[src/rtl/vga_embarcacao_if.sv]
// Ship renderer bus: video timing and game state in, pixel colour and sunk flag out.
interface vga_embarcacao_if #(
    parameter int N_CELLS = 3
);
    logic                   areaAtiva;
    logic                   inicioQuadro;
    logic [9:0]             linha;
    logic [9:0]             coluna;
    logic [8*N_CELLS-1:0]   posicoesEmbarcacao;
    logic [N_CELLS-1:0]     acertos;
    logic                   visivel;
    logic                   rgb_r;
    logic                   rgb_g;
    logic                   rgb_b;
    logic                   afundada;

    modport master (
        output areaAtiva, inicioQuadro, linha, coluna,
        output posicoesEmbarcacao, acertos, visivel,
        input  rgb_r, rgb_g, rgb_b, afundada
    );

    modport slave (
        input  areaAtiva, inicioQuadro, linha, coluna,
        input  posicoesEmbarcacao, acertos, visivel,
        output rgb_r, rgb_g, rgb_b, afundada
    );
endinterface

[src/rtl/vga_embarcacao.sv]
// Ship renderer for the 8x8 board on 640x480 VGA. Game state is captured once
// per frame, turned into pixel borders one cycle later, and each pixel is
// coloured from the lowest-index present cell it falls strictly inside.
module vga_embarcacao #(
    parameter int       N_CELLS      = 3,
    parameter int       ORIGEM_X     = 16,
    parameter int       ORIGEM_Y     = 16,
    parameter int       PASSO_X      = 62,
    parameter int       PASSO_Y      = 57,
    parameter int       LARGURA      = 54,
    parameter int       ALTURA       = 49,
    parameter logic [2:0] COR        = 3'b110,
    parameter logic [2:0] COR_ACERTO = 3'b100,
    parameter int       BLINK_FRAMES = 30
) (
    input  logic              clk,
    input  logic              rst_n,
    vga_embarcacao_if.slave   bus
);
    localparam int CW = (BLINK_FRAMES > 1) ? $clog2(BLINK_FRAMES) : 1;

    // Frame shadows
    logic [8*N_CELLS-1:0] posSh;
    logic [N_CELLS-1:0]   hitSh;
    logic                 visSh;

    // Border stage
    logic [N_CELLS-1:0][9:0] leftC, topC, leftQ, topQ;
    logic [N_CELLS-1:0]      presC, presQ, hitQ;
    logic                    visQ, sunkQ;

    // Pixel stage
    logic [N_CELLS-1:0] inCell;
    logic [2:0]         corC, rgbQ;
    logic               found;

    // Blink
    logic [CW-1:0] blinkCnt;
    logic          fasePisca;

    // Latch game state only on the frame pulse so a frame never mixes old and new state
    always_ff @(posedge clk or negedge rst_n) begin
        if (!rst_n) begin
            posSh <= '0;
            hitSh <= '0;
            visSh <= 1'b0;
        end else if (bus.inicioQuadro) begin
            posSh <= bus.posicoesEmbarcacao;
            hitSh <= bus.acertos;
            visSh <= bus.visivel;
        end
    end

    // Per-cell presence and pixel borders from the captured board coordinates
    for (genvar k = 0; k < N_CELLS; k++) begin : gCell
        logic [3:0] cx, cy;
        assign cx       = posSh[8*k +: 4];
        assign cy       = posSh[8*k+4 +: 4];
        assign presC[k] = (cx >= 4'd1) && (cx <= 4'd8) && (cy >= 4'd1) && (cy <= 4'd8);
        assign leftC[k] = 10'(ORIGEM_X) + ({6'd0, cx} - 10'd1) * 10'(PASSO_X);
        assign topC[k]  = 10'(ORIGEM_Y) + ({6'd0, cy} - 10'd1) * 10'(PASSO_Y);

        // Strict inequalities: the border pixels themselves are not part of the cell
        assign inCell[k] = (bus.linha > topQ[k]) &&
                           ({1'b0, bus.linha} < ({1'b0, topQ[k]} + 11'(ALTURA))) &&
                           (bus.coluna > leftQ[k]) &&
                           ({1'b0, bus.coluna} < ({1'b0, leftQ[k]} + 11'(LARGURA)));
    end

    // Register borders together with hits/visibility so the pixel path sees one consistent snapshot
    always_ff @(posedge clk or negedge rst_n) begin
        if (!rst_n) begin
            leftQ <= '0;
            topQ  <= '0;
            presQ <= '0;
            hitQ  <= '0;
            visQ  <= 1'b0;
            sunkQ <= 1'b0;
        end else begin
            leftQ <= leftC;
            topQ  <= topC;
            presQ <= presC;
            hitQ  <= hitSh;
            visQ  <= visSh;
            sunkQ <= (presC != '0) && ((hitSh & presC) == presC);
        end
    end

    // Colour from the lowest-index present cell under the pixel
    always_comb begin
        corC  = 3'b000;
        found = 1'b0;
        for (int k = 0; k < N_CELLS; k++) begin
            if (!found && presQ[k] && inCell[k]) begin
                found = 1'b1;
                if (hitQ[k])   corC = COR_ACERTO;
                else if (visQ) corC = COR;
            end
        end
        if (!bus.areaAtiva || (sunkQ && !fasePisca)) corC = 3'b000;
    end

    // One-cycle registered colour output
    always_ff @(posedge clk or negedge rst_n) begin
        if (!rst_n) rgbQ <= 3'b000;
        else        rgbQ <= corC;
    end

    // Blink phase: advance once per frame while sunk, held at "on" otherwise
    always_ff @(posedge clk or negedge rst_n) begin
        if (!rst_n) begin
            blinkCnt  <= '0;
            fasePisca <= 1'b1;
        end else if (!sunkQ) begin
            blinkCnt  <= '0;
            fasePisca <= 1'b1;
        end else if (bus.inicioQuadro) begin
            if (blinkCnt == CW'(BLINK_FRAMES - 1)) begin
                blinkCnt  <= '0;
                fasePisca <= ~fasePisca;
            end else begin
                blinkCnt  <= blinkCnt + 1'b1;
            end
        end
    end

    assign bus.rgb_r    = rgbQ[2];
    assign bus.rgb_g    = rgbQ[1];
    assign bus.rgb_b    = rgbQ[0];
    assign bus.afundada = sunkQ;
endmodule

[src/flat_wrapper.sv]
// flat-port wrapper written by rule: the top's interface ports become plain ports
module vga_embarcacao_flat 
#(
    parameter int       N_CELLS      = 3,
    parameter int       ORIGEM_X     = 16,
    parameter int       ORIGEM_Y     = 16,
    parameter int       PASSO_X      = 62,
    parameter int       PASSO_Y      = 57,
    parameter int       LARGURA      = 54,
    parameter int       ALTURA       = 49,
    parameter logic [2:0] COR        = 3'b110,
    parameter logic [2:0] COR_ACERTO = 3'b100,
    parameter int       BLINK_FRAMES = 30
)
  (clk, rst_n, bus_areaAtiva, bus_inicioQuadro, bus_linha, bus_coluna, bus_posicoesEmbarcacao, bus_acertos, bus_visivel, bus_rgb_r, bus_rgb_g, bus_rgb_b, bus_afundada);
  vga_embarcacao_if #(.N_CELLS(N_CELLS)) bus_i ();
  input  logic clk;
  input  logic rst_n;
  input wire logic [$bits(bus_i.areaAtiva)-1:0] bus_areaAtiva;
  input wire logic [$bits(bus_i.inicioQuadro)-1:0] bus_inicioQuadro;
  input wire logic [$bits(bus_i.linha)-1:0] bus_linha;
  input wire logic [$bits(bus_i.coluna)-1:0] bus_coluna;
  input wire logic [$bits(bus_i.posicoesEmbarcacao)-1:0] bus_posicoesEmbarcacao;
  input wire logic [$bits(bus_i.acertos)-1:0] bus_acertos;
  input wire logic [$bits(bus_i.visivel)-1:0] bus_visivel;
  output wire logic [$bits(bus_i.rgb_r)-1:0] bus_rgb_r;
  output wire logic [$bits(bus_i.rgb_g)-1:0] bus_rgb_g;
  output wire logic [$bits(bus_i.rgb_b)-1:0] bus_rgb_b;
  output wire logic [$bits(bus_i.afundada)-1:0] bus_afundada;
  assign bus_i.areaAtiva = bus_areaAtiva;
  assign bus_i.inicioQuadro = bus_inicioQuadro;
  assign bus_i.linha = bus_linha;
  assign bus_i.coluna = bus_coluna;
  assign bus_i.posicoesEmbarcacao = bus_posicoesEmbarcacao;
  assign bus_i.acertos = bus_acertos;
  assign bus_i.visivel = bus_visivel;
  assign bus_rgb_r = bus_i.rgb_r;
  assign bus_rgb_g = bus_i.rgb_g;
  assign bus_rgb_b = bus_i.rgb_b;
  assign bus_afundada = bus_i.afundada;
  vga_embarcacao #(.N_CELLS(N_CELLS), .ORIGEM_X(ORIGEM_X), .ORIGEM_Y(ORIGEM_Y), .PASSO_X(PASSO_X), .PASSO_Y(PASSO_Y), .LARGURA(LARGURA), .ALTURA(ALTURA), .COR(COR), .COR_ACERTO(COR_ACERTO), .BLINK_FRAMES(BLINK_FRAMES)) u_core (.clk(clk), .rst_n(rst_n), .bus(bus_i));
endmodule
[config.mk]
export PLATFORM = sky130hd
export DESIGN_NAME = vga_embarcacao_flat
export DESIGN_NICKNAME = d
export VERILOG_FILES = /design/src/rtl/vga_embarcacao_if.sv /design/src/rtl/vga_embarcacao.sv /design/src/flat_wrapper.sv
export SDC_FILE = /design/constraint.sdc
export NUM_CORES = 1
export LEC_CHECK = 0
export CAP_MARGIN = 20
export CORE_ASPECT_RATIO = 0.5
export CORE_MARGIN = 2
export CORE_UTILIZATION = 46
export CTS_CLUSTER_DIAMETER = 150
export CTS_CLUSTER_SIZE = 10
export DETAILED_ROUTE_END_ITERATION = 8
export PLACE_DENSITY = 0.65
export RECOVER_POWER = 100
export SETUP_SLACK_MARGIN = 0.1
export SLEW_MARGIN = 5
export SYNTH_ARGS = -nofsm -noshare
export SYNTH_HDL_FRONTEND = slang
export SYNTH_SLANG_ARGS = --single-unit
[constraint.sdc]
create_clock -name clk -period 10.7 [get_ports clk]
set_input_delay 2.14 -clock clk [delete_from_list [all_inputs] [get_ports clk]]
set_output_delay 2.14 -clock clk [all_outputs]
set_load 0.01 [all_outputs]
Word level (Yosys, flattened, before mapping)
Cells that the tools add are included.
W data, S select, Z words.
Storage, ports and cells
  bits in registers: 105
  input port bits: 52
Cells by class
  add/subtract/negate cells: 19
  multiply operators: 6
  order comparisons: 24
  eq/ne operators: 4
  muxes and demuxes: 18
  bitwise gates (word level): 2
  reductions and logical operators: 32
Operators by type and width (count)
  $add A10 B6 Y11 const B: 6
  $lt A10 B11 Y1: 6
  $add A5 B10 Y10 const A: 6
  $gt A10 B10 Y1: 6
  $mul A10 B5 Y9 const B: 3
  $mul A10 B6 Y10 const B: 3
  $mux W3: 10
  $sub A4 B1 Y5 const B: 6
  $logic_and A1 B1 Y1: 25
  $ge A4 B1 Y1 const B: 6
  $le A4 B4 Y1 const B: 6
  $mux W5: 3
  $add A5 B1 Y5 const B: 1
  $eq A5 B5 Y1 const B: 1
  $mux W1: 5
  $logic_not A1 Y1: 4
  $ne A2 B2 Y1 const B: 2
  $and A3 B3 Y3: 1
  $eq A3 B3 Y1: 1
  $reduce_bool A3 Y1: 1
  $reduce_and A2 Y1: 1
  $logic_or A1 B1 Y1: 1
  $not A1 Y1: 1

Longest topological paths before layout
  depth in word-level cells: 16
  depth in mapped cells: 17

Worst setup path after synthesis
No wires, ideal clock.
  kind: register to register
  start point: register u_core.posSh[9]
  end point: register u_core.leftQ[19] in the netlist's numbering
  setup time: 0.125 ns
  arrival time: 3.840 ns
  path slack: 6.736 ns
  stages on the path, launching flop included: 17
  buffers on the path: 0
  path through: dfrtp_1 -> inv_1 -> ha_1 -> a21boi_0 -> xnor2_1 -> inv_1 -> ha_1 -> inv_1 -> fa_1 -> inv_1 -> ha_1 -> and3_2 -> a221o_2 -> or4_4 -> nand4_2 -> nand3_2 -> xnor2_1
RTL lines
  start: declaration: RTL line vga_embarcacao.sv:23  | logic [8*N_CELLS-1:0] posSh;
  start signal: assignment: RTL line vga_embarcacao.sv:48  | posSh <= bus.posicoesEmbarcacao;
  end signal: assignment: RTL line vga_embarcacao.sv:80  | leftQ <= leftC;
  end: declaration: RTL line vga_embarcacao.sv:28  | logic [N_CELLS-1:0][9:0] leftC, topC, leftQ, topQ;

==> results by group <==
Global routing
  • Met1 Use GR: 27.7%
  • Most utilized layer in the global route result: met2
  • Grt total ovfl: 0
  • Met3 Use GR: 4.33%
  • Pin count of the biggest net entering global routing: 69
  • Vias in the first global route: 7629
  • Initial antenna violation count: 0
  • Gr usage total: 20.1%
  • First-pass GRT wire length: 37700 microns
  • M2 GR Usage: 33.0%

Clock tree
  • Max Buffers Root-to-Sink: 2
  • Setup bufs post-CTS: 0
  • CTS tree: built
  • Clk sinks: 101
  • CTS H-tree depth: 3
  • CTS clk-pin slew, worst paths: 0.08 ns
  • CTS Buf Count: 9
  • Clk_lat worst skew: 0.37 ns
  • Hold Buf Count CTS: 0
  • CTS resizes: 0
  • Root Driver: clkbuf_16

STA
  • Setup TNS: 0 ns
  • Period Utilization, post-route: 60.6%
  • Hold Vio Cnt, Final: 0
  • Worst clock skew: 0.0139 ns
  • Max-slew violation count: 157
  • Highest Clock Rate: 154 MHz
  • Slew HR: -143%
  • Tightest Pin Transition: 3.64 ns
  • Final setup fails: 0
  • Minimum clock period: 6.49 ns
  • RSZ-0062 raised after global routing: false
  • Setup WS post-layout: 4.21 ns

Setup path
  • Reg-to-Reg End: u_core.leftQ[19]$_DFF_PN0_
  • Critical Path RT: 10.35 ns
  • Critical Path Source Type: input port
  • Worst reg-to-reg path cell count: 16
  • Cell family with most CP delay: buffers and inverters
  • FF-to-FF Start: u_core.posSh[9]$_DFFE_PN0P_
  • CP max stage delay: 2.64 ns
  • Worst path most repeated cell: clkbuf_1
  • Crit-path cells: clkbuf_1 -> clkbuf_1
  • Worst R2R Setup Slack: 6.21 ns
  • Data arrival, critical path: 6.13 ns
  • Crit. End Element: asynchronous set/reset pin
  • WS Path Type: input port to asynchronous set/reset pin
  • Buf/Inv on CP: 2
  • Critical path's slowest cell: clkbuf_1
  • Max FO, Critical Path: 68

Power
  • Pwr dens: 269 nW/um^2
  • Design Power: 3.11 mW
  • Leak pwr: 5.66 nW
  • Worst vdd ir: 186 uV

Final layout
  • Area delta synth->final: 11.2%
  • Post-Layout Cell Count: 1458
  • Final instance area: 11600 sq um
  • Most frequent cells in the layout: ha_1, inv_1, xnor2_1
  • Area of the multi-input gates: 7310 sq um
  • Fillers: 1975
  • Leading cell type in the layout, fill and taps excluded: ha_1
  • Fin nets: 1461
  • Share of cells above drive strength 1: 3.63%
  • N_diodes: 0
  • Reg area: 2530 sq um

Detailed routing
  • Initial DRC Count: 331
  • Residual DRC count: 0
  • Vias per cell: 5.30
  • WL/cell: 15.5 microns
  • Drt total wl: 22700 microns
  • Via count: 7722
  • Final antenna-violating net count: 0
  • DR pass1 iterations: 5

Yosys
  • Post-synth EDFFs: 0
  • Ys async rst share: 100%
  • Syn Inst Count: 1096
  • Synthesized flop and latch total: 101
  • Sequential share of the synthesized area: 24.3%
  • Ys Warns: 0
  • Ys flop type: dfrtp_1
  • Synthesized area: 10400 sq um
  • Yosys cell types: 70
  • Post-Syn Nets: 1404
  • Mapped Avg Cell Area: 9.50 sq um

Job
  • Max cap viols: 3

Floorplan
  • Row cnt: 38
  • I/O Pins: 56
  • Die Width: 217 microns
  • Starting Density: 47.5%
  • Die H: 110 microns
  • Core area: 21900 sq um
  • Die Footprint: 23900 sq um

Min path
  • Hold_sp: u_core.hitSh[1]$_DFFE_PN0P_
  • Hold/Removal Path Class: flip-flop to flip-flop
  • Hold worst-path end: u_core.hitQ[1]$_DFF_PN0_
  • Worst hold stages: 0

Place
  • Dpl ws: 5.79 ns
  • Port Buf Inserts: 54
  • Final Wtd Congestion: 0.895
  • Placed instance area: 11300 sq um
  • DPL Wire Length: 18900 microns
  • DP Cell Count: 1442

Outcome
  • Failing checks: max-capacitance violations, max-slew violations
  • Outcome: finished, violations left
synth_stat cells (all sizes together) (4+ instances only):
| master | count | area, sq um |
|---|---|---|
| nor2b | 8 | 50.1 |
| mux2i | 7 | 70.1 |
| xnor2 | 104 | 911 |
| nand2b | 9 | 56.3 |
| dfrtp | 100 | 2500 |
| a21oi | 51 | 255 |
| nor2 | 32 | 120 |
| a21o | 16 | 120 |
| or2 | 7 | 43.8 |
| clkbuf | 8 | 30.0 |
| fa | 31 | 621 |
| o211ai | 10 | 75.1 |
| a211oi | 7 | 52.6 |
| inv | 141 | 529 |
| o31a | 4 | 35.0 |
| o21bai | 5 | 37.5 |
| nand2 | 63 | 236 |
| xor2 | 32 | 280 |
| nor4 | 4 | 25.0 |
| and2 | 9 | 56.3 |
| and3 | 7 | 45.1 |
| a21boi | 5 | 37.5 |
| mux2 | 11 | 124 |
| nand3 | 29 | 150 |
| o21a | 8 | 60.1 |
| ha | 225 | 2820 |
| or3 | 6 | 37.5 |
| nor3 | 26 | 130 |
| nand4 | 19 | 125 |
| o21ai | 58 | 290 |
report_power, final:
group,leakage (nW),switching [mW],internal (mW)
registers,1.20,0.102,0.509
logic,4.32,1.17,1.00
clock network,0.145,0.162,0.164
total,5.66,1.44,1.68
cells by family (layout without fill, tap and decap cells):
family                     Yosys count  after routing  share of synthesized area, %
and+or+nand+nor                    234            234                          11.6
adders and majority gates          256            256                          33.0
xor gates and xnor gates           136            136                          11.4
other                                1              1                        0.0360
buffers and inverters              150            212                          5.45
DFF                                101            101                          24.3
AOI/OAI and AO/OA                  200            200                          12.3
muxes                               18             18                          1.86
per-stage QoR:
stage	utilization [%]	hold WS [ns]
final	52.8	0.362
after global placement	51.5	0.360
after floorplan	-	0.350
after CTS	52.8	0.371
after global routing	52.8	0.381
after detailed placement	51.5	0.364
layout make-up:
type                            count  area share [%]
Clock inverter                      7           0.584
Sequential cell                   101            21.9
Tap cell                          300            3.24
Multi-Input combinational cell    845            63.2
Clock buffer                        9            1.95
Inverter                          141            4.57
Timing Repair Buffer               55            4.60
worst max path at each step:
| stage | depth (start not counted) | from | endpoint |
|---|---|---|---|
| after floorplan | 16 | u_core.posSh[9]$_DFFE_PN0P_ | u_core.leftQ[19]$_DFF_PN0_ |
| after global placement | 9 | bus_linha[8] | u_core.rgbQ[2]$_DFF_PN0_ |
| after detailed placement | 9 | bus_linha[8] | u_core.rgbQ[2]$_DFF_PN0_ |
| after CTS | 9 | bus_linha[8] | u_core.rgbQ[2]$_DFF_PN0_ |
| after global routing | 2 | rst_n | u_core.topQ[15]$_DFF_PN0_ |
| final | 2 | rst_n | u_core.topQ[18]$_DFF_PN0_ |
registers in the layout, indices dropped and copies added, names as in the netlist:
register,count
u_core.hitQ,3
u_core.fasePisca,1
u_core.posSh,24
u_core.bus.afundada,1
u_core.visSh,1
u_core.hitSh,3
u_core.presQ,3
u_core.rgbQ,2
u_core.topQ,30
u_core.blinkCnt,5
u_core.leftQ,27
u_core.visQ,1
routing by layer:
layer	up-vias	part of all wire (%)
met5	-	0
met4	0	0.97
met3	17	4.2
met2	100	45
met1	3677	50
li1	3928	-
worst reg2reg max path: cells and delay by family, from the launching register on:
family	cells	cell delay (ns)
compound gates	2	0.67
xor+xnor	2	0.52
fa+ha+maj	4	1.41
buf+inv	4	0.55
flops	1	0.39
simple gates	4	0.85
(Power assumes the default switching activity.)
